[config.mk]
export PLATFORM = sky130hd
export DESIGN_NAME = fir_mac_engine
export DESIGN_NICKNAME = d
export VERILOG_FILES = /design/src/rtl/fir_mac_engine.sv
export SDC_FILE = /design/constraint.sdc
export NUM_CORES = 1
export LEC_CHECK = 0
export BUFFER_PORTS_ARGS = -buffer_cell sky130_fd_sc_hd__buf_4
export CAP_MARGIN = 20
export CORE_MARGIN = 2
export CORE_UTILIZATION = 45
export CTS_BUF_LIST = sky130_fd_sc_hd__clkbuf_4
export CTS_CLUSTER_DIAMETER = 50
export DETAILED_ROUTE_END_ITERATION = 8
export GPL_ROUTABILITY_DRIVEN = 0
export PLACE_DENSITY_LB_ADDON = 0.2
export SETUP_SLACK_MARGIN = 0.3
export SYNTH_ARGS = -nofsm -noshare
export SYNTH_HDL_FRONTEND = slang
export SYNTH_SLANG_ARGS = --single-unit
[constraint.sdc]
create_clock -name clk -period 7.2 [get_ports clk]
set_input_delay 0.36 -clock clk [delete_from_list [all_inputs] [get_ports clk]]
set_output_delay 0.36 -clock clk [all_outputs]
set_load 0.01 [all_outputs]
[src/rtl/fir_mac_engine.sv]
// FIR multiply-accumulate engine: folds one queue burst into a single rounded,
// saturated output sample using a synchronous coefficient ROM.
module fir_mac_engine #(
  parameter int NUM_TAPS = 1021,
  parameter int DATA_W   = 16,
  parameter int COEF_W   = 16,
  parameter int ACC_W    = 42,
  parameter int FRAC     = 15,
  parameter int ADDR_W   = $clog2(NUM_TAPS)
) (
  input  logic                     clk,
  input  logic                     rst,
  input  logic                     sequencing,
  input  logic signed [DATA_W-1:0] smpl_in,
  input  logic signed [COEF_W-1:0] coeff,
  output logic        [ADDR_W-1:0] coeff_addr,
  output logic signed [DATA_W-1:0] filt_out,
  output logic                     filt_vld,
  output logic                     busy,
  output logic                     tap_err
);

  localparam int PROD_W = DATA_W + COEF_W;
  localparam int RES_W  = ACC_W - FRAC;

  localparam logic signed [ACC_W-1:0] RND_HALF = ACC_W'(1) << (FRAC - 1);
  localparam logic signed [RES_W-1:0] OUT_MAX  = RES_W'((2 ** (DATA_W - 1)) - 1);
  localparam logic signed [RES_W-1:0] OUT_MIN  = -RES_W'(2 ** (DATA_W - 1));
  localparam logic        [ADDR_W-1:0] TAPS_EXP = ADDR_W'(NUM_TAPS);

  typedef enum logic [1:0] {IDLE, ACCUM, SAT} state_t;

  state_t                    state;
  logic                      seq_d;
  logic                      seq_d2;
  logic                      seq_low_seen;
  logic        [ADDR_W-1:0]  tap_cnt;
  logic signed [PROD_W-1:0]  prod;
  logic signed [ACC_W-1:0]   acc;
  logic        [ACC_W-1:0]   prod_ext;
  logic signed [ACC_W-1:0]   acc_rnd;
  logic signed [RES_W-1:0]   res;
  logic signed [DATA_W-1:0]  sat_val;

  assign prod_ext   = {{(ACC_W - PROD_W){prod[PROD_W-1]}}, prod};
  assign acc_rnd    = acc + RND_HALF;
  assign res        = acc_rnd[ACC_W-1:FRAC];
  assign coeff_addr = tap_cnt;
  assign busy       = (state != IDLE);

  // NOTE: every path assigns sat_val, so this stays combinational with no latch.
  always_comb begin
    sat_val = res[DATA_W-1:0];
    if (res > OUT_MAX)      sat_val = OUT_MAX[DATA_W-1:0];
    else if (res < OUT_MIN) sat_val = OUT_MIN[DATA_W-1:0];
  end

  // NOTE: non-blocking assignments keep every register sampling pre-edge values.
  always_ff @(posedge clk) begin
    if (rst) begin
      state        <= IDLE;
      seq_d        <= 1'b0;
      seq_d2       <= 1'b0;
      seq_low_seen <= 1'b0;
      tap_cnt      <= '0;
      prod         <= '0;
      acc          <= '0;
      filt_out     <= '0;
      filt_vld     <= 1'b0;
      tap_err      <= 1'b0;
    end else begin
      seq_d    <= sequencing;
      seq_d2   <= seq_d;
      filt_vld <= 1'b0;
      // A burst cut by reset must be seen to end before the next one is accepted.
      if (!sequencing) seq_low_seen <= 1'b1;
      if (seq_d) prod <= smpl_in * coeff;

      case (state)
        IDLE: begin
          if (sequencing && !seq_d && seq_low_seen) begin
            state   <= ACCUM;
            acc     <= '0;
            tap_cnt <= ADDR_W'(1);
          end
        end
        ACCUM: begin
          if (seq_d2) acc <= acc + prod_ext;
          if (sequencing && (tap_cnt != '1)) tap_cnt <= tap_cnt + ADDR_W'(1);
          if (!seq_d2 && !seq_d && !sequencing) state <= SAT;
        end
        SAT: begin
          filt_out <= sat_val;
          filt_vld <= 1'b1;
          tap_err  <= tap_err | (tap_cnt != TAPS_EXP);
          // Park the address at 0 so the first tap of the next burst reads ROM word 0.
          tap_cnt  <= '0;
          state    <= IDLE;
        end
        default: state <= IDLE;
      endcase
    end
  end

endmodule

# == Word-level counts from Yosys, hierarchy flattened ==
# Cells that the tools add are included.
# classes
n_bitwise,1
add_sub_neg,3
n_lt_le_gt_ge,2
n_mul,1
shift,0
n_eq_ne,8
reduce_logical,15
mux,12
div_mod_pow,0
# ops
operator,n
$mux 42,2
$pmux 42 s2,1
$add 42x16->42 const B,1
$add 42x42->42,1
$mul 16x16->32,1
$mux 16,2
$pmux 10 s3,1
$gt 27x16->1 const B,1
$lt 27x16->1 const B,1
$mux 10,2
$ne 10x10->1 const B,2
$add 10x1->10 const B,1
$ne 2x2->1 const B,4
$reduce_and 3->1,2
$logic_and 1x1->1,5
$mux 2,2
$pmux 2 s2,1
$reduce_bool 2->1,2
$logic_not 1->1,3
$reduce_bool 3->1,1
$eq 2x1->1 const B,1
$eq 2x2->1 const B,1
$logic_not 2->1,1
$reduce_and 2->1,1
2 further kinds,2
# word_totals
wordCells,52
ff_bits,107
latch_bits,0
output_inout_bits,29
romBits,0
mem_count,0
ram_bits,0

# == Logic depth before layout (Yosys ltp) ==
# logic_depth
word_depth,5
ltp_mapped,25
depth_no_buf,24

# == Worst setup path before layout ==
# OpenSTA, ideal clock, no wires.
# synth_path
kind,input to register
start,in coeff[6]
end,reg prod[24]
t_required_ns,7.072
path_slack_ns,0.941
arrival_ns,6.131
stages,24
setup_ns,0.128
path_buffers,1
cell_sequence,clkbuf_1 > and2_1 > fa_1 > inv_1 > fa_1 > inv_1 > fa_1 > inv_1 > fa_1 > inv_1 > fa_1 > inv_1 > fa_1 > inv_1 > ha_1 > a2111oi_0 > o31ai_1 > a21oi_1 > o31ai_2 > a2111oi_0 > o311ai_1 > xor2_1 > mux2i_1 > nor2_1
# synth_between
elab_chain_len,1
# synth_rtl
item,line,rtl
"start, declared",15,"input logic signed [COEF_W-1:0] coeff,"
$mul 16x16->32,77,if (seq_d) prod <= smpl_in * coeff;
"end signal, assigned",77,
"end, declared",38,logic signed [PROD_W-1:0] prod;
# No other way between the ends.
# A chain may end at the register's enable or synchronous reset.

# == Worst setup path after layout ==
# layout_path
start,in smpl_in[5]
end,reg prod[24]
# layout_between
elab_chain_len,1
# layout_rtl
item,line,rtl
"start, declared",14,"input logic signed [DATA_W-1:0] smpl_in,"
$mul 16x16->32,77,
# No other way between the ends.

==> results.yml <==
layout:
  syn2layout_area_growth_pct: 5.89
  drive_gt1_frac: 0.0611
  final_common_cell: "inv_1"
  fillers: 3584
  final_cell_mix: "inv_1, fa_1, nand2_1"
  fin_nets: 2338
yosys:
  yosysSeqAreaShare: 0.129
  ys_async_sr_fraction: 0
  ys_types: 78
  synth_fp_nets: 2325
  syn-cell-area_sq_um: 16600
  avgSynthCellArea_sq_um: 8.75
  ys_ff_latch: 107
  yosysWarningCount: 0
  synth_cells: 1896
  synth-edff-count: 0
  synthFlopType: "dfxtp_1"
setup_path:
  end_kind: "register"
  critical_path_class: "in2reg"
  required_ns: 7.56
  worstPathMaxFanout: 16
  cp_slowest_cell: "a2111oi_0"
  crit_family: "adder cells"
  arrival_ns: 6.77
  path_buf_inv: 7
  max_stage_delay_ns: 0.73
  start_kind: "primary input"
  path_cells: "buf_4 -> and2_1 -> fa_1 -> inv_1 -> fa_1 -> inv_1 -> fa_1 -> inv_1 -> fa_1 -> inv_1 -> fa_1 -> inv_1 -> fa_1 -> inv_1 -> ha_1 -> a2111oi_0 -> o31ai_1 -> a21oi_1 -> o31ai_2 -> a2111oi_0 -> o311ai_1 -> xor2_1 -> mux2i_1 -> nor2_1"
cts:
  clock_latency_ns: 0.51
  cts_buffers: 9
  htreeDepth: 3
  ctsRootBufferMaster: "clkbuf_4"
  postCtsHoldBufs: 0
  cts_sinks: 107
  cts_setup_buffers: 0
  clk_pin_slew_ns: 0.17
  cts_tree: "done"
  cts_resized: 0
  cts.path.max_buffers: 2
die:
  coreArea_sq_um: 36400
  dieArea_sq_um: 38400
  die_h_um: 196
  die_w_um: 196
  start_util: 0.455
  row_count: 70
  io_pins: 64
run_status:
  status: "finished clean"
min_path:
  hold_class: "in2reg"
drt:
  first_iter_violations: 549
  antenna_left: 0
  vias: 12651
  routed_wl_um: 36100
  via_per_inst: 5.30
  remaining_drc_errors: 0
  avgRoutedWirePerCell_um: 15.1
  dr.pass1.iters: 5
sta:
  hold_viol: 0
  setup_violations: 0
  skew_ns: 0.0404
  relSlewSlack: 0.313
  fin_crit_ns: 6.40
  min_period_over_period: 0.889
  worst_slack_ns: 0.798
  clock.fmax_mhz: 156
  tns_ns: 0
  rsz0062_at_grt: "no"
  drv_slew: 0
  tightest_slew_ns: 1.03
place:
  dp_hpwl_um: 29500
  dpl_worst_slack_ns: 0.355
  port_buffers: 63
global_routing:
  grt_pass1_wl_um: 64100
  grt_pass1_vias: 13460
  antenna_found_initial: 1
  grt_max_degree: 79
  grt.overflow.total: 0
  grt_util_all_layers: 0.203
run:
  drv_cap: 0
cells in the mapped netlist (26+ instances only):
cell type | number | share of area
ha_1 | 131 | 0.099
nand2_1 | 199 | 0.045
dfxtp_1 | 107 | 0.13
o21ai_1 | 29 | 0.0088
o21ai_0 | 26 | 0.0078
xor2_1 | 41 | 0.022
and2_1 | 128 | 0.048
inv_1 | 349 | 0.079
clkbuf_1 | 54 | 0.012
a21o_1 | 34 | 0.015
nor2_1 | 119 | 0.027
xnor2_1 | 57 | 0.030
fa_1 | 263 | 0.32
a21oi_1 | 58 | 0.018
through the flow:
stage / hold slack (ns) / utilization / instance area (sq um) / std cells
final: 0.0611 / 0.482 / 17600 / 2385
after global routing: 0.00942 / 0.482 / 17600 / 2385
after CTS: 0.0231 / 0.482 / 17600 / 2382
after detailed placement: 0.450 / 0.478 / 17400 / 2366
after global placement: 0.435 / 0.478 / 17400 / 2366
after floorplan: 0.426 / - / 16600 / 1896
cell families (layout without fill, tap and decap cells):
kind of cell	after synthesis	in the layout	synth area share
simple gates	567	567	0.171
flops	107	107	0.129
fa+ha+maj	394	394	0.416
buf+inv	415	433	0.0949
xor+xnor	98	98	0.0518
other cells	0	3	0
mux	24	24	0.0145
compound gates	291	291	0.122
metal layers:
| layer | GRT usage | wire length [um] |
|---|---|---|
| met3 | 0.0273 | 1060 |
| met1 | 0.255 | 15800 |
| met2 | 0.373 | 18500 |
| met4 | 0.0426 | 681 |
| met5 | 0 | 0 |
final timing paths:
kind	startpoint	end	slack (ns)	cells past startpoint
setup / recovery	smpl_in[5]	prod[24]	0.80	24
hold / removal	sequencing	seq_low_seen	0.06	2
setup reg to reg	prod[0]	acc[40]	3.86	11
hold reg to reg	seq_low_seen	seq_low_seen	0.46	2
registers in the layout, summed over array words and instances (netlist names):
register,flops
state,2
filt_vld,1
seq_d2,1
filt_out,16
prod,32
coeff_addr,10
seq_low_seen,1
acc,42
seq_d,1
tap_err,1
layout make-up:
| class | instances | area (sq um) | area share |
|---|---|---|---|
| Antenna cell | 3 | 7.51 | 0.000428 |
| Clock inverter | 7 | 67.6 | 0.00385 |
| Tap cell | 468 | 586 | 0.0333 |
| Timing Repair Buffer | 67 | 503 | 0.0286 |
| Inverter | 350 | 1310 | 0.0748 |
| Clock buffer | 9 | 67.6 | 0.00385 |
| Multi-Input combinational cell | 1374 | 12900 | 0.733 |
| Sequential cell | 107 | 2140 | 0.122 |
Power is left out: the tool's default activity adds up to more than one toggle a clock period on the data nets, which glitch-free logic cannot reach.
